[config.mk]
export PLATFORM = sky130hd
export DESIGN_NAME = reset_boot_system
export DESIGN_NICKNAME = d
export VERILOG_FILES = /design/src/rtl/reset_boot_pkg.sv /design/src/rtl/reset_boot_system.sv
export SDC_FILE = /design/constraint.sdc
export NUM_CORES = 1
export LEC_CHECK = 0
export BUFFER_PORTS_ARGS = -buffer_cell sky130_fd_sc_hd__buf_2
export CAP_MARGIN = 20
export CORE_UTILIZATION = 55
export DETAILED_ROUTE_END_ITERATION = 10
export PLACE_DENSITY = 0.76
export RECOVER_POWER = 50
export SLEW_MARGIN = 20
export SYNTH_ARGS = -nofsm -noshare
export SYNTH_HDL_FRONTEND = slang
export SYNTH_SLANG_ARGS = --single-unit
[constraint.sdc]
create_clock -name clk -period 2.12 [get_ports clk]
set_input_delay 0.318 -clock clk [delete_from_list [all_inputs] [get_ports clk]]
set_output_delay 0.318 -clock clk [all_outputs]
set_load 0.1 [all_outputs]
[src/rtl/reset_boot_pkg.sv]
// -----------------------------------------------------------------------------
// reset_boot_pkg
// Shared types and helpers for the reset/boot sequencer.
//   boot_state_t : sequencer FSM states (HOLD_SYS, HOLD_CORE, RUN)
//   cnt_width()  : width of a down-counter able to hold max(a, b)
// -----------------------------------------------------------------------------
package reset_boot_pkg;

  typedef enum logic [1:0] {
    HOLD_SYS  = 2'd0,
    HOLD_CORE = 2'd1,
    RUN       = 2'd2
  } boot_state_t;

  // Width needed to store the larger of two cycle counts; never below 1 bit.
  function automatic int cnt_width(input int a, input int b);
    int m;
    m = (a > b) ? a : b;
    return (m < 1) ? 1 : $clog2(m + 1);
  endfunction

endpackage

[src/rtl/reset_boot_system.sv]
// -----------------------------------------------------------------------------
// reset_boot_system
// Reset sequencer: after rst (or power-up) holds the system reset (rst_n_o, low)
// for CYCLES edges, then the core reset (rst_core_o, high) for a further
// CORE_CYCLES edges, then flags boot completion and bumps a saturating counter
// of completed boots.
//
// Ports:
//   clk          : system clock, rising edge
//   rst          : asynchronous active-high reset (clears boot_count_o too)
//   soft_rst_i   : synchronous soft reset, restarts the sequence but keeps
//                  boot_count_o; only used when RESET_BOOT_SOFT_RESET_EN is
//                  defined, otherwise ignored
//   rst_n_o      : system reset, active-low, registered
//   rst_core_o   : core reset, active-high, registered
//   boot_done_o  : high once both resets are released, registered
//   boot_count_o : completed boot sequences, saturating, registered
//
// Configuration macro: RESET_BOOT_SOFT_RESET_EN (enables soft_rst_i).
// -----------------------------------------------------------------------------
module reset_boot_system
  import reset_boot_pkg::*;
#(
  parameter int CYCLES      = 20,  // 1..65535
  parameter int CORE_CYCLES = 4,   // 0..65535
  parameter int COUNT_WIDTH = 8
) (
  input  logic                   clk,
  input  logic                   rst,
  input  logic                   soft_rst_i,
  output logic                   rst_n_o,
  output logic                   rst_core_o,
  output logic                   boot_done_o,
  output logic [COUNT_WIDTH-1:0] boot_count_o
);

  localparam int CW = cnt_width(CYCLES, CORE_CYCLES);

  boot_state_t   state;
  logic [CW-1:0] cnt;
  logic          soft_req;

`ifdef RESET_BOOT_SOFT_RESET_EN
  assign soft_req = soft_rst_i;
`else
  logic unused_soft_rst;
  assign unused_soft_rst = soft_rst_i;
  assign soft_req        = 1'b0;
`endif

  // NOTE: all state is updated with non-blocking assignments so every register
  // samples the pre-edge values of the others, independent of statement order.
  always_ff @(posedge clk or posedge rst) begin
    if (rst) begin
      state        <= HOLD_SYS;
      cnt          <= CW'(CYCLES);
      rst_n_o      <= 1'b0;
      rst_core_o   <= 1'b1;
      boot_done_o  <= 1'b0;
      boot_count_o <= '0;
    end else if (soft_req) begin
      // Soft reset wins over every counter transition and freezes the
      // sequence at its start while held; the boot count survives.
      state       <= HOLD_SYS;
      cnt         <= CW'(CYCLES);
      rst_n_o     <= 1'b0;
      rst_core_o  <= 1'b1;
      boot_done_o <= 1'b0;
    end else begin
      case (state)
        HOLD_SYS: begin
          if (cnt == CW'(1)) begin
            // Counter reaches zero on this edge: release system reset.
            rst_n_o <= 1'b1;
            if (CORE_CYCLES == 0) begin
              state       <= RUN;
              rst_core_o  <= 1'b0;
              boot_done_o <= 1'b1;
              if (boot_count_o != '1) boot_count_o <= boot_count_o + COUNT_WIDTH'(1);
            end else begin
              state <= HOLD_CORE;
              cnt   <= CW'(CORE_CYCLES);
            end
          end else begin
            cnt <= cnt - CW'(1);
          end
        end

        HOLD_CORE: begin
          if (cnt == CW'(1)) begin
            state       <= RUN;
            rst_core_o  <= 1'b0;
            boot_done_o <= 1'b1;
            if (boot_count_o != '1) boot_count_o <= boot_count_o + COUNT_WIDTH'(1);
          end else begin
            cnt <= cnt - CW'(1);
          end
        end

        RUN: ;  // outputs hold until rst or soft reset

        default: begin
          // Unreachable encoding: restart the sequence cleanly.
          state       <= HOLD_SYS;
          cnt         <= CW'(CYCLES);
          rst_n_o     <= 1'b0;
          rst_core_o  <= 1'b1;
          boot_done_o <= 1'b0;
        end
      endcase
    end
  end

endmodule

==> qor.txt <==
largest net degree at the start of global routing - 19
All-Layer GR Usage - 24.9%
Main synth FF type - dfrtp_1
clock transition time at the flip-flop clock pins of the worst setup and hold paths - 0.11 ns
part of the Yosys area used for sequential elements - 42.3%
number of enable-type register cells in the synthesized netlist - 0
DRT iter0 DRCs - 19
die span in y - 46.2 um
number of CTS-inserted buffers - 3
post-route clock skew - 0.0114 ns
average wire per standard cell - 14.2 um
count of nets left with antenna violations after detail routing - 0
Skew-Pair Late Insertion Delay - 0.30 ns
run status - complete, no violations
cell types with the largest area share after synthesis - dfrtp_1, dfstp_2, ha_1
Power per Cell Area - 445 nW/um^2
starting density of the core - 60.2%
worst setup path startpoint - state[1]
most frequent cells in the layout - dfrtp_1, inv_1, nand2_1, nor2_1, buf_2
count of different cell masters after synthesis - 40
CTS Hold Bufs - 0
post-layout util - 67.2%
most common library cell in the layout ignoring fill and taps - dfrtp_1
setup violators final - 0
area enclosed by the die boundary - 2130 um^2
final routed DRC violation total - 0
logic depth of the worst register-to-register path - 5
number of cells in the finished layout apart from fillers - 151
largest voltage drop on the vdd net - 0.000341 V
iteration count of the initial detailed-routing pass - 4
Async S/R FF share, synth - 100%
upper clock frequency limit - 496 MHz
final critical-path setup slack - 0.102 ns
Avg Synthesized Cell Area - 9.76 um^2
# port buffers - 12
nets@finish - 136
final critical-path share of the clock period - 95.2%
class of the tightest hold or removal check - input port to async pin
post-detail-place hpwl - 1.60 mm
Leak Pwr - 0.511 nW
CP Cell Sequence - inv_1 -> ha_1 -> nand4_1 -> nor4_1 -> mux2_2
share of final-layout standard cells stronger than drive strength 1 - 20.6%
number of buffer and inverter stages on the critical path - 1
transition at the pin with the smallest max-transition slack - 1.16 ns
worst setup timing slack at the placement stage - 0.155 ns
H-Tree Depth - 1
placed cell area - 1170 um^2
RSZ-0062 raised after global routing - false
Num Clock Sinks - 18
signal arrival time at the worst endpoint - 2.21 ns
placed cells - 147
GR Overflow Total - 0
number of placement rows - 15
Routability Congestion - 0.793
WHS - 0.110 ns
number of failing hold endpoints at the final stage - 0
overall power - 0.533 mW
Synth Warn # - 0
die span in x - 46.2 um
biggest cell delay along the critical path - 0.43 ns
core area - 1780 um^2
antenna violations before repair - 0
number of global-route vias before repair - 837
clock tree from TritonCTS - built
number of max-capacitance violations reported - 0
global-route wire length before repair - 3.73 mm
CP Launch Type - flop
number of buffers on the longest clock path - 2
number of buffers inserted to repair setup after CTS - 0
largest driver fanout on the critical path - 11
Layout area overhead - 11.5%
synthesis-stage register bit count - 18
count of pins on the block boundary - 14
Crit path required time - 2.32 ns
cell with the largest stage delay on the worst path - dfrtp_1
CTS root buf - clkbuf_4
Crit. path cell count - 5
via/cell ratio - 5.97
Vias - 901
post-synth top area share - 35.0%
number of cells upsized or downsized after cts - 0
antenna cells - 0
launching point of the worst reg2reg path - state[1]
Post-Synthesis Net Count - 119
max_slew headroom - 22.9%
Slew Limit Fails - 0
Crit Path Category - flop to flop
mapped cell area - 1070 um^2
Setup TNS - 0 ns
Period minus WS final - 2.02 ns
cell area after layout - 1200 um^2
cell accounting for the most synthesized area - dfrtp_1
critical path capture point type - flop
gate count of the mapped netlist - 110
Top Family by Delay on Critical Path - simple AND/OR/NAND/NOR gates
Total Wirelength - 2.15 mm
## cell usage after synthesis, types with 2 or more instances
library cell	count
nor2_1	7
nor3_1	3
a211o_1	2
o221ai_1	2
inv_1	11
clkbuf_1	3
a21oi_1	5
dfstp_2	3
nand2_1	8
a21o_1	2
nand3_1	4
mux2_2	3
o21ai_0	6
mux2i_1	3
ha_1	6
dfrtp_1	15
nor4_1	2
nand2b_1	3
## state kept, by name, indices dropped and copies added (netlist names)
| register | count |
|---|---|
| boot_done_o | 1 |
| boot_count_o | 8 |
| rst_core_o | 1 |
| state | 2 |
| cnt | 5 |
| rst_n_o | 1 |
## path summary, 6_finish.rpt
| path | slack [ns] | end |
|---|---|---|
| min | 0.11 | state[1] |
| max in group asynchronous | 1.51 | boot_count_o[1] |
| max | 0.10 | boot_count_o[7] |
| max reg2reg | 0.10 | boot_count_o[7] |
| min reg2reg | 0.50 | cnt[4] |
| min in group clk | 0.50 | cnt[4] |
## area by class of cell
type / instances / area [um^2]
clock buffer: 4 / 26.3
fill: 145 / 586
inverter: 11 / 41.3
multi-input combinational: 77 / 556
sequential: 18 / 457
tap: 25 / 31.3
timing repair buffer: 16 / 86.3
## routing by layer
layer | vias up | GRT usage [%] | routed length [um]
li1 | 438 | - | -
met1 | 426 | 34.7 | 1020
met2 | 35 | 36.9 | 1010
met3 | 2 | 6.67 | 105
met4 | 0 | 8.82 | 16
met5 | - | 0 | 0
## power breakdown
group          internal [mW]  switching (mW)  leakage (nW)  total (mW)
registers              0.343               0         0.212       0.343
clock network         0.0732           0.109        0.0150       0.182
logic               0.000742         0.00678         0.283     0.00752
total                  0.417           0.115         0.511       0.533
## logic make-up after synthesis
logic type               synth area share, %
AO/OA/AOI/OAI                           18.3
XOR/XNOR                               0.816
adder cells (fa/ha/maj)                 6.99
buffers and inverters                   5.94
flip-flops                              42.3
multiplexers                            6.99
AND/OR/NAND/NOR                         18.6
No activity file was read; power rests on OpenSTA's default activity.
